File: config.mk
export PLATFORM = sky130hd
export DESIGN_NAME = video_oam_dma
export DESIGN_NICKNAME = d
export VERILOG_FILES = /design/src/rtl/video_oam_dma.sv
export SDC_FILE = /design/constraint.sdc
export NUM_CORES = 1
export LEC_CHECK = 0
export BUFFER_PORTS_ARGS = -buffer_cell sky130_fd_sc_hd__buf_2
export CORE_MARGIN = 2
export CORE_UTILIZATION = 30
export CTS_BUF_LIST = sky130_fd_sc_hd__clkbuf_8
export DETAILED_ROUTE_END_ITERATION = 6
export GPL_ROUTABILITY_DRIVEN = 0
export RECOVER_POWER = 100
export SYNTH_ARGS = -nofsm -noshare
export SYNTH_HDL_FRONTEND = slang
export SYNTH_SLANG_ARGS = --single-unit
File: constraint.sdc
create_clock -name I_clock -period 3.76 [get_ports I_clock]
set_input_delay 0.188 -clock I_clock [delete_from_list [all_inputs] [get_ports I_clock]]
set_output_delay 0.188 -clock I_clock [all_outputs]
set_load 0.03 [all_outputs]
File: src/rtl/video_oam_dma.sv
// Sprite DMA engine: on a $4014 write, halts the CPU and streams one 256-byte
// CPU page into OAM through the video block's OAMDATA host register.
module video_oam_dma #(
    parameter logic [2:0]  P_oam_reg = 3'd4,
    parameter int unsigned P_length  = 256,
    parameter bit          P_align   = 1'b1
) (
    input  logic        I_clock,
    input  logic        I_reset,
    input  logic        I_cpu_tick,
    input  logic        I_reg_wren,
    input  logic [7:0]  I_reg_data,
    output logic        O_halt,
    output logic        O_busy,
    output logic [15:0] O_mem_addr,
    output logic        O_mem_rden,
    input  logic [7:0]  I_mem_data,
    output logic [2:0]  O_ppu_addr,
    output logic        O_ppu_wren,
    output logic [7:0]  O_ppu_data
);

    localparam logic [7:0] L_last_index = 8'(P_length - 1);

    typedef enum logic [2:0] {
        S_IDLE,
        S_HALT,
        S_ALIGN,
        S_READ,
        S_WRITE
    } state_t;

    state_t      state_q, state_d;
    logic [7:0]  page_q, page_d;
    logic [7:0]  index_q, index_d;
    logic [7:0]  data_q, data_d;
    logic        parity_q, parity_d;

    logic        halt_q, halt_d;
    logic [15:0] mem_addr_q, mem_addr_d;
    logic        mem_rden_q, mem_rden_d;
    logic [2:0]  ppu_addr_q, ppu_addr_d;
    logic        ppu_wren_q, ppu_wren_d;
    logic [7:0]  ppu_data_q, ppu_data_d;

    always_comb begin
        state_d  = state_q;
        page_d   = page_q;
        index_d  = index_q;
        data_d   = data_q;
        parity_d = parity_q;
        if (I_cpu_tick) begin
            parity_d = ~parity_q;
            case (state_q)
                S_IDLE: begin
                    if (I_reg_wren) begin
                        page_d  = I_reg_data;
                        index_d = 8'h00;
                        state_d = S_HALT;
                    end
                end
                // Post-toggle parity 1 means the next cycle is odd: burn one
                // cycle so the first read lands on an even CPU cycle.
                S_HALT:  state_d = (P_align && parity_d) ? S_ALIGN : S_READ;
                S_ALIGN: state_d = S_READ;
                S_READ: begin
                    data_d  = I_mem_data;
                    state_d = S_WRITE;
                end
                S_WRITE: begin
                    if (index_q == L_last_index) begin
                        state_d = S_IDLE;
                    end else begin
                        index_d = index_q + 8'd1;
                        state_d = S_READ;
                    end
                end
                default: state_d = S_IDLE;
            endcase
        end
    end

    // Outputs are decoded from the next state so they register alongside it.
    always_comb begin
        halt_d     = (state_d != S_IDLE);
        mem_rden_d = (state_d == S_READ);
        mem_addr_d = mem_rden_d ? {page_d, index_d} : 16'h0000;
        ppu_wren_d = (state_d == S_WRITE);
        ppu_addr_d = ppu_wren_d ? P_oam_reg : 3'd0;
        ppu_data_d = ppu_wren_d ? data_d : 8'h00;
    end

    always_ff @(posedge I_clock) begin
        if (I_reset) begin
            state_q    <= S_IDLE;
            page_q     <= 8'h00;
            index_q    <= 8'h00;
            data_q     <= 8'h00;
            parity_q   <= 1'b0;
            halt_q     <= 1'b0;
            mem_addr_q <= 16'h0000;
            mem_rden_q <= 1'b0;
            ppu_addr_q <= 3'd0;
            ppu_wren_q <= 1'b0;
            ppu_data_q <= 8'h00;
        end else begin
            state_q    <= state_d;
            page_q     <= page_d;
            index_q    <= index_d;
            data_q     <= data_d;
            parity_q   <= parity_d;
            halt_q     <= halt_d;
            mem_addr_q <= mem_addr_d;
            mem_rden_q <= mem_rden_d;
            ppu_addr_q <= ppu_addr_d;
            ppu_wren_q <= ppu_wren_d;
            ppu_data_q <= ppu_data_d;
        end
    end

    assign O_halt     = halt_q;
    assign O_busy     = halt_q;
    assign O_mem_addr = mem_addr_q;
    assign O_mem_rden = mem_rden_q;
    assign O_ppu_addr = ppu_addr_q;
    assign O_ppu_wren = ppu_wren_q;
    assign O_ppu_data = ppu_data_q;

endmodule
==> key figures <==
Synthesis
  – Synth async-reset ratio: 0%
  – Post-synthesis cell count: 216
  – Mapped cell area: 0.00217 sq mm
  – Number of synthesized flops with an enable pin: 0
  – FF+latch count, synth: 55
  – Top-count cell post-synth: dfxtp_1
  – Synth top area share: 50.8%
  – Synth warnings: 0
  – Cell taking the most area after synthesis: dfxtp_1
  – Top post-synthesis cells by area: dfxtp_1 51%, mux2i_1 7.4%, nor2_1 6.1%
  – Mean post-synth cell area: 10.0 sq um
  – Prevailing post-synth register cell: dfxtp_1
  – Seq/Total Area, Yosys: 50.8%
  – Commonest cells post-synth: 55 x dfxtp_1, 35 x nor2_1, 16 x mux2i_1
  – Unique masters post-synth: 51

STA
  – Final Max Slew Viols: 49
  – Post-Route Skew: 0.00639 ns
  – RSZ-0062 raised after global routing: no
  – Max frequency: 373 MHz
  – Setup tns final: 0 ns
  – Max-Slew Margin vs Limit: -41.2%
  – Worst-Margin Slew: 2.12 ns
  – Tcrit/Tclk final: 71.3%
  – Final Hold Violating Endpoints: 0
  – Final setup vio count: 0
  – Final Critical Period: 2.68 ns

Setup path
  – FF-to-FF path depth: 6
  – Required time worst endpoint: just under 4 ns
  – CP Capture Type: flop
  – Critical Path End: O_mem_addr[0]$_SDFF_PP0_
  – Worst Path Arrival: 2.78 ns
  – Crit Path Max Fanout: 17
  – Critical-path top delay cell: clkbuf_1
  – Origin of the worst setup path: index_q[0]$_SDFF_PP0_
  – Critical path class: reg -> reg
  – CP cell instances: ha_1 > nand3_1 > o21ai_0 > clkbuf_1 > o2bb2ai_1 > a211oi_2
  – FF-to-FF Start: index_q[0]$_SDFF_PP0_
  – Startpoint Class: flop
  – R2r endpoint: O_mem_addr[0]$_SDFF_PP0_
  – Worst reg2reg setup slack: 1.08 ns
  – Slowest Stage Delay on Critical Path: 0.74 ns

Detailed routing
  – Vias/cell: 4.76
  – DR vias: approximately 1700
  – Drt wl/cell: around 13 microns
  – WL final: 4530 microns
  – DRT antenna net count: 0
  – DR iter-0 viols: 84
  – Drt first pass iters: 4
  – DRC violations left: 0

Run
  – Max cap viols: 1

Clocking
  – Skew-Pair Late Insertion Delay: around 0.30 ns
  – CTS clk-pin slew, worst paths: around 0.090 ns
  – TritonCTS clock tree: yes
  – Post-CTS setup repair buffer count: 0
  – Worst-case clock buffer depth: 2
  – Clock tree sinks: 55
  – CTS Hold Bufs: 0
  – H-tree levels: 2
  – Clock root buffer: clkbuf_8
  – CTS Buf Count: 5
  – Post-cts sizing count: 0

Global route
  – Routing usage on met3: 3.32%
  – Antenna violations before repair: 0
  – Total GRT Usage: between 10% and 20%
  – Vias in the first global route: 1651
  – Largest net degree at the start of global routing: 49
  – Met2 Track Usage GR: 20.0%
  – First-pass GRT wire length: around 7500 microns
  – Met1 GRT Util: around 16%
  – Layer with the highest usage: met2
  – Total gr overflow: 0

Finish
  – Final Util: 35.3%
  – Area grow syn2layout: 12.7%
  – Nets@finish: about 280
  – Share of layout cells above drive strength 1: 13.7%
  – Antenna cells: 0
  – Cell area after layout: 0.00244 sq mm

Power and ir drop
  – Switching share of power: 23.9%
  – Sw Pwr: 0.000234 W
  – Gate power share: 7.4%
  – Int Pwr: about 0.00075 W
  – Max IR drop VDD: 0.193 mV
  – Pwr dens: 402 mW/mm^2
  – Sequential Power Share: 61.3%
  – Pleak: between 0.9 and 1 nW
  – Clock share of power: between 30% and 40%

Place
  – HPWL after DPL: 2980 microns
  – Post-DP Area: 0.00243 sq mm
  – # port buffers: 48

Floorplan
  – Die ar.: slightly below 0.008 sq mm
  – Initial core utilization: approximately a third
  – Die H: 89.0 microns
  – # rows: 30
  – Chip width: 89.0 microns
  – Io pins: 51
  – Core ar.: 0.00691 sq mm

Run status
  – Violated checks: max-capacitance violations, max-slew violations
  – Status: finished with violations

Hold path
  – Min-Delay Path Class: in -> reg
[placed cells by master, fill, tap and decap left out, types with 4 or more instances in the layout]
| cell type | synthesis | final |
|---|---|---|
| buf_2 | 4 | 18 |
| nand3_1 | 6 | 6 |
| nor2_1 | 35 | 35 |
| clkbuf_8 | 0 | 5 |
| nand2_1 | 4 | 4 |
| dfxtp_1 | 55 | 55 |
| a21oi_1 | 8 | 8 |
| a211oi_1 | 5 | 11 |
| o21ai_0 | 5 | 6 |
| inv_1 | 4 | 4 |
| clkbuf_1 | 8 | 31 |
| mux2i_1 | 16 | 16 |
[registers in the layout, summed over array words and instances (netlist names)]
register / flops
data_q: 8
index_q: 8
page_q: 8
O_busy: 1
parity_q: 1
state_q: 3
O_ppu_data: 8
O_mem_addr: 16
O_mem_rden: 1
O_ppu_addr: 1
[layer usage]
layer,part of all wire (%),wire length [microns]
met1,46,2100
met2,47,2130
met3,6.3,284
met4,0.44,20
met5,0,0
[cell type report]
type | count | area (sq um)
multi-input combinational | 138 | 910
tap | 96 | 120
clock inverter | 3 | 15.0
sequential | 55 | 1100
timing repair buffer | 49 | 206
clock buffer | 5 | 68.8
inverter | 5 | 18.8
fill | 789 | 4470
[cell families after synthesis]
kind of cell	count (synthesis)	share of synthesized area, %
adder cells (fa/ha/maj)	1	0.578
other	1	0.173
multiplexers	16	7.39
buffers and inverters	24	5.95
XOR/XNOR	2	0.809
AND/OR/NAND/NOR	70	16.7
flip-flops	55	50.8
AO/OA/AOI/OAI	47	17.6
[stage by stage]
| step | setup slack [ns] | hold slack, ns | power, W | cells |
|---|---|---|---|---|
| after detailed placement | 1.52 | 0.450 | 0.000690 | 343 |
| after floorplan | 2.06 | 0.351 | 0.000674 | 217 |
| after global routing | 0.835 | 0.150 | 0.00103 | 351 |
| after CTS | 1.50 | 0.124 | 0.00100 | 351 |
| after global placement | 1.54 | 0.441 | 0.000689 | 343 |
| final | 1.08 | 0.136 | 0.000980 | 351 |
[power by group through the flow]
stage / sequential (W) / clock, W / combinational (W)
after floorplan: 0.000615 / 0 / 0.0000594
after global placement: 0.000614 / 0 / 0.0000750
after detailed placement: 0.000614 / 0 / 0.0000762
after CTS: 0.000601 / 0.000327 / 0.0000766
after global routing: 0.000603 / 0.000344 / 0.0000798
final: 0.000600 / 0.000307 / 0.0000722
[worst max-delay path, delay by kind of cell, from the launching register on]
kind / cells / cell delay (ns)
AOI/OAI and AO/OA: 3 / 0.81
buffers and inverters: 1 / 0.74
DFF: 1 / 0.43
and+or+nand+nor: 1 / 0.27
adders and majority gates: 1 / 0.23
[worst min-delay path by stage]
stage	cells after the start	from	slack [ns]	to
floorplan	2	I_mem_data[0]	0.35	O_ppu_data[0]$_SDFF_PP0_
global placement	3	I_mem_data[3]	0.44	O_ppu_data[3]$_SDFF_PP0_
detailed placement	3	I_mem_data[1]	0.45	data_q[1]$_SDFF_PP0_
CTS	3	I_mem_data[7]	0.12	data_q[7]$_SDFF_PP0_
global route	3	I_mem_data[6]	0.15	O_ppu_data[6]$_SDFF_PP0_
finish	3	I_mem_data[3]	0.14	O_ppu_data[3]$_SDFF_PP0_
No activity file was read; power rests on OpenSTA's default activity.
